### src/rtl/frame_align_pkg.sv
// rtl/frame_align_pkg.sv - shared types and default constants for frame_align_40
//
// Purpose: aligner FSM state encoding and the default framing constants
//          (sync byte, payload length, lock/unlock thresholds).
// Ports:   none (package).
package frame_align_pkg;

  typedef enum logic [1:0] {
    HUNT   = 2'd0,
    VERIFY = 2'd1,
    LOCKED = 2'd2
  } state_t;

  localparam logic [7:0]  DEF_SYNC_WORD    = 8'hBC;
  localparam int unsigned DEF_PAYLOAD_LEN  = 4;
  localparam int unsigned DEF_LOCK_COUNT   = 3;
  localparam int unsigned DEF_UNLOCK_COUNT = 4;

endpackage

### src/rtl/frame_align_40.sv
// rtl/frame_align_40.sv - serial bit stream byte/frame aligner with sync-byte lock
//
// Purpose: takes one recovered serial bit per enabled clock, hunts for the
//          sync byte, confirms LOCK_COUNT correctly spaced syncs, then emits
//          payload bytes on a fixed byte boundary. Missed syncs are
//          flywheeled until UNLOCK_COUNT consecutive misses drop lock.
// Optional feature macro: FRAME_ALIGN_STATS_EN (adds sync_err_count).
// Ports:
//   clock_40       in   sole clock, rising edge
//   reset          in   asynchronous, active-low reset
//   data_in        in   serial bit, MSB of each byte first
//   enable         in   bit-valid; data_in sampled only when high
//   data_out       out  [7:0] aligned payload byte
//   data_valid     out  one-cycle pulse when data_out is new
//   frame_start    out  with data_valid on payload byte 1 of a frame
//   locked         out  high while aligned
//   sync_err_count out  [7:0] saturating missed-sync counter (FRAME_ALIGN_STATS_EN only)
module frame_align_40
  import frame_align_pkg::*;
#(
  parameter logic [7:0]  SYNC_WORD    = DEF_SYNC_WORD,
  parameter int unsigned PAYLOAD_LEN  = DEF_PAYLOAD_LEN,
  parameter int unsigned LOCK_COUNT   = DEF_LOCK_COUNT,
  parameter int unsigned UNLOCK_COUNT = DEF_UNLOCK_COUNT
) (
  input  logic       clock_40,
  input  logic       reset,
  input  logic       data_in,
  input  logic       enable,
  output logic [7:0] data_out,
  output logic       data_valid,
  output logic       frame_start,
  output logic       locked
`ifdef FRAME_ALIGN_STATS_EN
  ,
  output logic [7:0] sync_err_count
`endif
);

  localparam logic [7:0] PLEN     = 8'(PAYLOAD_LEN);
  localparam logic [3:0] LOCK_N   = 4'(LOCK_COUNT);
  localparam logic [3:0] UNLOCK_N = 4'(UNLOCK_COUNT);

  state_t     state;
  state_t     state_next;

  // Only the seven most recent bits need storing: the eighth is always the
  // incoming data_in, so the post-shift byte is {sr_q, data_in}.
  logic [6:0] sr_q;
  logic [7:0] sr_next;
  logic [2:0] bit_cnt;
  logic [7:0] byte_cnt;   // 0 = sync slot, 1..PAYLOAD_LEN = payload
  logic [3:0] match_cnt;
  logic [3:0] miss_cnt;

  logic       sync_hit;
  logic       byte_done;
  logic       sync_slot;
  logic       slot_miss;

  // Next-state and decode.
  always_comb begin
    state_next = state;
    sr_next    = {sr_q, data_in};
    sync_hit   = (sr_next == SYNC_WORD);
    byte_done  = enable && (bit_cnt == 3'd7);
    sync_slot  = (byte_cnt == 8'd0);
    slot_miss  = 1'b0;
    case (state)
      HUNT: begin
        if (enable && sync_hit) begin
          state_next = (LOCK_N == 4'd1) ? LOCKED : VERIFY;
        end
      end
      VERIFY: begin
        if (byte_done && sync_slot) begin
          if (!sync_hit) begin
            state_next = HUNT;
          end else if (match_cnt + 4'd1 >= LOCK_N) begin
            state_next = LOCKED;
          end
        end
      end
      LOCKED: begin
        if (byte_done && sync_slot && !sync_hit) begin
          slot_miss = 1'b1;
          if (miss_cnt + 4'd1 >= UNLOCK_N) begin
            state_next = HUNT;
          end
        end
      end
      default: state_next = HUNT;
    endcase
  end

  // State register; locked mirrors the registered state.
  always_ff @(posedge clock_40 or negedge reset) begin
    if (!reset) begin
      state  <= HUNT;
      locked <= 1'b0;
    end else begin
      state  <= state_next;
      locked <= (state_next == LOCKED);
    end
  end

  // Shift register, counters and output byte.
  always_ff @(posedge clock_40 or negedge reset) begin
    if (!reset) begin
      sr_q        <= '0;
      bit_cnt     <= '0;
      byte_cnt    <= '0;
      match_cnt   <= '0;
      miss_cnt    <= '0;
      data_out    <= '0;
      data_valid  <= 1'b0;
      frame_start <= 1'b0;
    end else begin
      data_valid  <= 1'b0;
      frame_start <= 1'b0;
      if (enable) begin
        sr_q <= sr_next[6:0];
        if (state == HUNT) begin
          // A sync hit makes this bit the sync LSB, so the next bit opens
          // payload byte 1 with a fresh bit count.
          if (sync_hit) begin
            bit_cnt   <= 3'd0;
            byte_cnt  <= 8'd1;
            match_cnt <= 4'd1;
            miss_cnt  <= 4'd0;
          end
        end else begin
          bit_cnt <= bit_cnt + 3'd1;
          if (byte_done) begin
            byte_cnt <= (byte_cnt == PLEN) ? 8'd0 : byte_cnt + 8'd1;
            if (sync_slot) begin
              if (sync_hit) begin
                miss_cnt <= 4'd0;
                if (state == VERIFY) begin
                  match_cnt <= match_cnt + 4'd1;
                end
              end else if (slot_miss) begin
                miss_cnt <= miss_cnt + 4'd1;
              end
            end else if (state == LOCKED) begin
              // Payload only leaves the block while locked, including
              // flywheeled frames whose sync was missed.
              data_out    <= sr_next;
              data_valid  <= 1'b1;
              frame_start <= (byte_cnt == 8'd1);
            end
          end
        end
      end
    end
  end

`ifdef FRAME_ALIGN_STATS_EN
  // Counts every missed sync slot while locked, including the unlocking one.
  always_ff @(posedge clock_40 or negedge reset) begin
    if (!reset) begin
      sync_err_count <= '0;
    end else if (slot_miss && (sync_err_count != 8'hFF)) begin
      sync_err_count <= sync_err_count + 8'd1;
    end
  end
`endif

endmodule

### config.mk
export PLATFORM = sky130hd
export DESIGN_NAME = frame_align_40
export DESIGN_NICKNAME = d
export VERILOG_FILES = /design/src/rtl/frame_align_pkg.sv /design/src/rtl/frame_align_40.sv
export SDC_FILE = /design/constraint.sdc
export NUM_CORES = 1
export LEC_CHECK = 0
export ABC_AREA = 1
export CORE_MARGIN = 2
export CORE_UTILIZATION = 60
export DETAILED_ROUTE_END_ITERATION = 10
export PLACE_DENSITY = 0.9
export SYNTH_ARGS = -nofsm -noshare
export SYNTH_HDL_FRONTEND = slang
export SYNTH_SLANG_ARGS = --single-unit
### constraint.sdc
create_clock -name clock_40 -period 2.9 [get_ports clock_40]
set_clock_uncertainty 0.2 [all_clocks]
set_input_delay 0.29 -clock clock_40 [delete_from_list [all_inputs] [get_ports clock_40]]
set_output_delay 0.29 -clock clock_40 [all_outputs]
set_load 0.1 [all_outputs]
==> parameters.txt, run 1 <==
Parameter                              Value

Route
  Detailed-route wire length per cell ... 12.17 microns
  Routed vias ... 1738
  Count of TritonRoute iterations in the first routing pass ... 4
  Via-per-instance ratio ... ~5.3
  Wirelength, routed ... 3954 microns
  Total DRC errors in the routed layout ... 0
  Initial drt markers ... 109
  ANT nets after route ... 0

GRT
  Met3 track utilization from global routing ... 0.06336
  First-pass GRT wire length ... ~7000 microns
  Via count of the first global-routing pass ... around 1.6k
  Number of antenna violations at the first check in global routing ... 0
  GRT Overall Usage ... 0.2172
  Most utilized layer in the global route result ... met2
  Met1 Resource Use GR ... 0.2714
  Pin count of the biggest net entering global routing ... 40
  Grt met2 use ... 0.3622
  Total congestion overflow ... 0

Flow run
  Maximum Capacitance Violations ... 0

Power
  Switching part of the total ... 0.3009
  Clock network power share ... 0.318
  Logic gate share of total power ... 0.196
  Power density over the cells ... 534.3 nW/um^2
  Sequential power share ... 0.486
  P_sw ... between 400 and 500 uW
  Static power due to leakage ... 0.001250 uW
  Int Power ... between 900 and 1000 uW
  IR Drop Worst-Case VDD ... slightly below 0.0004 V

Synth
  Nets in the synthesized netlist ... 270
  Mean area per synthesized cell ... 8.778 sq um
  Synth unique cells ... 35
  Post-synthesis cell count ... 258
  Largest cells by area after synthesis ... sky130_fd_sc_hd__dfrtp_1 43%, sky130_fd_sc_hd__nand2_1 10%, sky130_fd_sc_hd__nand3_1 5.3%
  Top-area cell type share of the netlist area ... 0.4309
  Combined area of all synthesized cells ... between 2000 and 2500 sq um
  Yosys reg bits ... 39
  Top cell type by total area after synthesis ... sky130_fd_sc_hd__dfrtp_1
  Fraction of the yosys area taken by sequential cells ... 0.4309
  Warnings, synthesis ... 0

Layout
  Commonest non-fill, non-tap cells in the layout ... 62 x sky130_fd_sc_hd__nand2_1, 39 x sky130_fd_sc_hd__dfrtp_1, 24 x sky130_fd_sc_hd__nand3_1
  Share of post-route cells with drive strength above 1 ... 0.2455
  Total of fill cells in the finished design ... roughly 290
  Area occupied by registers ... ~1000 sq um
  Multi-input gate area in the final layout ... 1106 sq um
  Non-Filler Instances ... 325
  Final-stage net count ... 289
  Area growth from synthesis to layout ... 11.16%
  Leading cell type in the layout, fill and taps excluded ... sky130_fd_sc_hd__nand2_1
  Number of antenna diodes ... 0

Place
  Final Wtd Congestion ... 0.8501
  Detailed Place HPWL ... around 3000 microns
  Inst Count DP ... 317
  Buffers added on ports ... 14

Timing
  Rel. slew slack ... 0.4368
  Final Max Slew Viols ... 0
  Fmax achieved ... around 540 MHz
  Fin. Hold Viols ... 0
  Setup violators final ... 0
  Setup repair after global routing missed its margin ... no
  Portion of the clock cycle consumed by the worst path in the final layout ... 0.6375
  Final setup TNS ... 0 ns
  Shortest period the worst path allows ... 1.849 ns
  Pin slew with the least headroom to its limit ... about 0.84 ns

Floorplan
  Height of the die ... 65.44 microns
  Number of cell rows ... 22
  I/O Pins ... 15
  Area of the placeable core ... approximately 3600 sq um
  Effective utilization at floorplan ... 0.6233
  Die Footprint ... 4282 sq um
  Die boundary width ... between 60 and 70 microns

CTS
  Post-CTS resize count ... 0
  Clock sinks ... 39
  Deepest level of the CTS H-tree ... 2
  Setup Fix Bufs, Post-CTS ... 0
  Total clock buffers created by CTS ... 5
  Clock transition at path regs ... approximately 0.07 ns
  TritonCTS clock tree ... yes
  Max Root-Sink Buffers ... 2
  Clock tree root buffer cell ... sky130_fd_sc_hd__clkbuf_8
  Clk_lat worst skew ... a little under 0.3 ns

Status
  Outcome ... finished, final reports clean

Critical path
  Startpoint type of the worst setup path ... flip-flop
  Crit. End Element ... flip-flop
  Critical setup path kind ... flip-flop to flip-flop
  Critical path required time ... between 2 and 3 ns
  Largest fanout of any net on the critical path ... 11
  Arrival time at the worst endpoint ... about 1.8 ns

Worst hold path
  Min-Delay Path Class ... flip-flop to flip-flop
==> layer usage <==
metal / wire length, microns / vias to the layer above
met5: 0 / -
met4: 54 / 0
met3: 130 / 8
met2: 2003 / 26
met1: 1766 / 832
li1: - / 872
==> final timing paths <==
check	from	endpoint	slack, ns	depth (start not counted)
worst max-delay path	state[1]	match_cnt[1]	1.05	8
worst min-delay path	bit_cnt[0]	bit_cnt[0]	0.28	1
worst max register to register	state[1]	match_cnt[1]	1.05	8
worst min register to register	bit_cnt[0]	bit_cnt[0]	0.28	1
max in group asynchronous	reset	match_cnt[0]	1.51	2
min in group asynchronous	reset	data_out[1]	0.44	2
==> area by class of cell <==
type	instances	share of cell area
multi-input combinational	183	0.4394
sequential	39	0.3877
inverter	32	0.05865
timing repair buffer	16	0.04970
clock buffer	6	0.02883
tap	48	0.02386
clock inverter	1	0.01193
==> cell families after synthesis <==
logic type / Yosys count / share of synthesized area
AO/OA/AOI/OAI: 37 / 0.1083
adder cells (fa/ha/maj): 8 / 0.04420
flip-flops: 39 / 0.4309
buffers and inverters: 36 / 0.08066
XOR/XNOR: 3 / 0.01160
AND/OR/NAND/NOR: 135 / 0.3243
==> Yosys cell counts <==
cell type and instances:
sky130_fd_sc_hd__ha_1 8, sky130_fd_sc_hd__inv_6 1, sky130_fd_sc_hd__nand2_1 62, sky130_fd_sc_hd__xnor2_1 1, sky130_fd_sc_hd__nand3_2 2, sky130_fd_sc_hd__dfrtp_1 39, sky130_fd_sc_hd__a21oi_2 2, sky130_fd_sc_hd__o21ai_0 8
sky130_fd_sc_hd__a21o_1 1, sky130_fd_sc_hd__buf_8 1, sky130_fd_sc_hd__inv_8 2, sky130_fd_sc_hd__o21ai_1 7, sky130_fd_sc_hd__inv_4 3, sky130_fd_sc_hd__xor2_1 2, sky130_fd_sc_hd__nor2_1 20, sky130_fd_sc_hd__nand4_1 2
sky130_fd_sc_hd__nand3b_1 1, sky130_fd_sc_hd__nand3_4 3, sky130_fd_sc_hd__nand2_8 2, sky130_fd_sc_hd__nor2_4 4, sky130_fd_sc_hd__nand2_2 3, sky130_fd_sc_hd__nand2_4 4, sky130_fd_sc_hd__o21ai_2 12, sky130_fd_sc_hd__buf_6 1
sky130_fd_sc_hd__nor3_1 2, sky130_fd_sc_hd__nand3_1 24, sky130_fd_sc_hd__buf_2 1, sky130_fd_sc_hd__inv_1 21, sky130_fd_sc_hd__nor3_2 1, sky130_fd_sc_hd__nor2_2 4, sky130_fd_sc_hd__o21bai_1 2, sky130_fd_sc_hd__a21oi_1 5
sky130_fd_sc_hd__nor2_8 1, sky130_fd_sc_hd__clkbuf_1 1, sky130_fd_sc_hd__inv_2 5
==> power groups by stage <==
stage | registers, uW | clock network, uW | logic (uW)
floorplan | 652 | 0 | 210
global placement | 661 | 0 | 254
detailed placement | 663 | 0 | 261
CTS | 653 | 434 | 265
global route | 662 | 457 | 302
finish | 653 | 428 | 264
==> worst max-delay path: stages (launching register included) <==
cell,delay (ns)
sky130_fd_sc_hd__dfrtp_1,0.47
sky130_fd_sc_hd__nor2_4,0.42
sky130_fd_sc_hd__inv_6,0.12
sky130_fd_sc_hd__nand2_4,0.12
sky130_fd_sc_hd__nand2_8,0.08
sky130_fd_sc_hd__nand3_4,0.10
sky130_fd_sc_hd__inv_4,0.06
sky130_fd_sc_hd__nand3_1,0.09
sky130_fd_sc_hd__nand2_1,0.06
==> through the flow <==
| stage | utilization | instance area, sq um | hold WS (ns) | power [uW] | worst slack, ns |
|---|---|---|---|---|---|
| 2_1_floorplan | - | 2265 | -0.2056 | 861.7 | 1.254 |
| 3_3_place_gp | 0.6618 | 2405 | 0.2368 | 914.3 | 0.8743 |
| 3_5_place_dp | 0.6618 | 2405 | 0.2413 | 924.1 | 0.8253 |
| 4_1_cts | 0.6928 | 2517 | 0.2865 | 1352 | 1.057 |
| 5_1_grt | 0.6928 | 2517 | 0.3060 | 1422 | 0.8542 |
| 6_report | 0.6928 | 2517 | 0.2808 | 1345 | 1.051 |
==> sequential cells by signal, summed over array words and instances (netlist names) <==
| signal | count |
|---|---|
| bit_cnt | 3 |
| match_cnt | 4 |
| frame_start | 1 |
| sr_q | 7 |
| data_out | 8 |
| data_valid | 1 |
| state | 2 |
| byte_cnt | 8 |
| locked | 1 |
| miss_cnt | 4 |
==> timing repair <==
| item | 4_1_cts | 5_1_grt |
|---|---|---|
| endpoints found under the hold margin | 39 | 0 |
| hold buffers | 1 | 0 |
| endpoints found under the setup margin | 0 | 0 |
Power figures use the tool's default switching activity.
==> run 2, diff against run 1 <==
CORE_UTILIZATION = 59   (was 60)
PLACE_DENSITY = 0.89   (was 0.9)
clock period = 1.9 ns   (was 2.9 ns; I/O delays follow)
==> run 2 against run 1 <==
Design area up 2.6%. Cell count grew 3.1%. Critical path depth is 2 higher. Global-route usage rose by 1.0 points. Worst hold slack worse by 0.15 ns. Utilization is 0.73 points higher. Sequential share of layout area fell by 0.98 points. Clock-buffer cell count is the same.
==> parameters.txt, run 2 (synthesis gave the netlist of run 1 again) <==
Parameter                              Value

Route
  Initial drt markers ... 138 (+27%)
  Detailed-route wire length per cell ... 12.78 microns (+5.1%)
  Via-per-instance ratio ... 5.209 (-2.6%)
  Count of TritonRoute iterations in the first routing pass ... 5 (+1)
  Wirelength, routed ... 4282 microns (+8.3%)
  Routed vias ... 1745 (+0.40%)
  Total DRC errors in the routed layout ... 0 (unchanged)
  ANT nets after route ... 0 (unchanged)

Layout
  Largest registers ranked by flip-flop count ... byte_cnt (8), data_out (8), sr_q (7)
  Commonest non-fill, non-tap cells in the layout ... 62 x sky130_fd_sc_hd__nand2_1, 39 x sky130_fd_sc_hd__dfrtp_1, 24 x sky130_fd_sc_hd__nand3_1
  Share of post-route cells with drive strength above 1 ... 0.2857 (+0.04023)
  Leading cell type in the layout, fill and taps excluded ... sky130_fd_sc_hd__nand2_1
  Number of antenna diodes ... 0 (unchanged)
  Total of fill cells in the finished design ... 281 (-2.4%)
  Final-stage net count ... 299 (+3.5%)
  Final Cell Area ... 2582 sq um (+2.6%)
  Area growth from synthesis to layout ... 14.03%
  Finished Core Util ... 0.7001 (+0.007299)

GRT
  Number of antenna violations at the first check in global routing ... 0 (unchanged)
  Via count of the first global-routing pass ... 1672 (+2.0%)
  First-pass GRT wire length ... 7383 microns (+3.9%)
  Pin count of the biggest net entering global routing ... 19 (-53%)
  GRT Overall Usage ... 0.2274 (+0.01017)
  Total congestion overflow ... 0 (unchanged)

Critical path
  Worst Reg-to-Reg Cells ... 10 (+2)
  Crit. End Element ... flip-flop
  Cell family contributing the most delay on the critical path ... simple AND/OR/NAND/NOR gates
  Depth of the critical timing path with buffers and inverters included ... 10 (+2)
  Delay of the slowest cell on the worst path ... 0.41 ns (-0.06 ns)
  Slowest CP cell ... sky130_fd_sc_hd__dfrtp_1
  Critical path required time ... 1.88 ns (-0.99 ns)
  Crit-path cells ... inv_2 -> ha_2 -> nand2_2 -> nor2_4 -> buf_4 -> nand3_4 -> nor2_4 -> inv_2 -> nand3_1 -> nand2_1
  Critical setup path kind ... flip-flop to flip-flop
  Startpoint type of the worst setup path ... flip-flop
  Largest fanout of any net on the critical path ... 4 (-7)
  Arrival time at the worst endpoint ... 1.78 ns (-0.04 ns)
  Buffers plus inverters on the worst setup path ... 3 (+1)

Floorplan
  I/O Pins ... 15 (unchanged)
  Effective utilization at floorplan ... 0.6140 (-0.009303)
  Die Footprint ... 4350 sq um (+1.6%)
  Area of the placeable core ... 3689 sq um (+1.5%)
  Number of cell rows ... 22 (unchanged)
  Die boundary width ... 65.96 microns (+0.79%)
  Height of the die ... 65.96 microns (+0.79%)

Place
  DP Area ... 2450 sq um (+1.9%)
  Place WS ... 0.001181 ns (-0.8241 ns)
  Buffers added on ports ... 14 (unchanged)
  Detailed Place HPWL ... 3255 microns (+8.9%)
  Final Wtd Congestion ... 0.8431 (-0.82%)

Status
  Outcome ... finished, final reports clean

CTS
  Total clock buffers created by CTS ... 5 (unchanged)
  Clock sinks ... 39 (unchanged)
  Clock tree root buffer cell ... sky130_fd_sc_hd__clkbuf_8
  Clock transition at path regs ... 0.08 ns (about the same)
  Max Root-Sink Buffers ... 2 (unchanged)
  TritonCTS clock tree ... yes
  Clk_lat worst skew ... 0.29 ns (about the same)
  Deepest level of the CTS H-tree ... 2 (unchanged)

Timing
  Rel. slew slack ... 0.7497 (+0.3129)
  Fmax achieved ... 554.6 MHz (+2.5%)
  Fin. Hold Viols ... 0 (unchanged)
  Final Max Slew Viols ... 0 (unchanged)
  Shortest period the worst path allows ... 1.803 ns (-0.04587 ns)
  Post-route worst setup slack ... 0.09699 ns (-0.9541 ns)
  Setup violators final ... 0 (unchanged)
  Pin slew with the least headroom to its limit ... 0.3755 ns (-0.4693 ns)
  Portion of the clock cycle consumed by the worst path in the final layout ... 0.9490 (+0.3114)

Power
  IR Drop Worst-Case VDD ... 0.0006775 V (+76%)
  Power density over the cells ... 770.3 nW/um^2 (+44%)
  Static power due to leakage ... 0.001291 uW (+3.2%)

Flow run
  Maximum Capacitance Violations ... 0 (unchanged)

Worst hold path
  Min-Delay Path Class ... input pin to async pin
[run 2: cell count changes in the layout (fill, tap and decap cells not counted), sizes merged]
cell    change
buf        +10
bufinv      -1
clkinv      +1
[run 2: metal layers]
layer	vias to the layer above	wire [microns]	GRT usage	part of all wire
met5	-	0	0	0
li1	886	-	-	-
met4	0	127	0.1173	0.030
met2	35	2073	0.3813	0.48
met1	813	1931	0.2737	0.45
met3	11	149	0.04940	0.035
[run 2: layout make-up]
cell class | instances | area, sq um | share of cell area
clock buffer | 6 | 82.58 | 0.03198
clock inverter | 1 | 5.005 | 0.001938
inverter | 32 | 147.6 | 0.05717
multi-input combinational | 183 | 1111 | 0.4302
sequential | 39 | 975.9 | 0.3779
tap | 48 | 60.06 | 0.02326
timing repair buffer | 26 | 200.2 | 0.07752
[run 2: repair_timing]
item                                    4_1_cts  5_1_grt
endpoints found under the hold margin        39        0
gates resized for setup                       0        3
hold buffers                                  1        0
setup buffers                                 0        4
endpoints found under the setup margin        0        9
[run 2: per-stage QoR]
step	total power [uW]	cells	setup TNS [ns]	hold WS, ns
global route	2112	335	-0.01990	0.1593
finish	1989	335	0	0.1352
global placement	1414	323	0	-0.07893
floorplan	1315	258	0	-0.3056
detailed placement	1436	323	0	-0.07714
CTS	2000	331	0	0.1389
[run 2: worst paths after layout]
path,startpoint,slack (ns),endpoint
max,byte_cnt[1],0.1,miss_cnt[3]
min,reset,0.14,byte_cnt[0]
max reg2reg,byte_cnt[1],0.1,miss_cnt[3]
min reg2reg,data_out[2],0.28,data_out[2]
max in group asynchronous,reset,0.85,miss_cnt[0]
min in group clock_40,data_out[2],0.28,data_out[2]
[run 2: worst reg2reg max path, cell delays in order, from the launching register on]
cell and delay, ns:
sky130_fd_sc_hd__dfrtp_1 0.41, sky130_fd_sc_hd__inv_2 0.09, sky130_fd_sc_hd__ha_2 0.19, sky130_fd_sc_hd__nand2_2 0.07, sky130_fd_sc_hd__nor2_4 0.12, sky130_fd_sc_hd__buf_4 0.14, sky130_fd_sc_hd__nand3_4 0.09, sky130_fd_sc_hd__nor2_4 0.17
sky130_fd_sc_hd__inv_2 0.07, sky130_fd_sc_hd__nand3_1 0.08, sky130_fd_sc_hd__nand2_1 0.06
[run 2: report_power, final]
group          internal (uW)  switching [uW]
clock                    285             280
combinational            154             277
sequential               914            79.3
total                   1350             636
==> run 3, diff against run 2 <==
CAP_MARGIN = 20   (was unset)
==> results of run 3 <==
Final layout, timing and power as in run 2 (identical DEF).
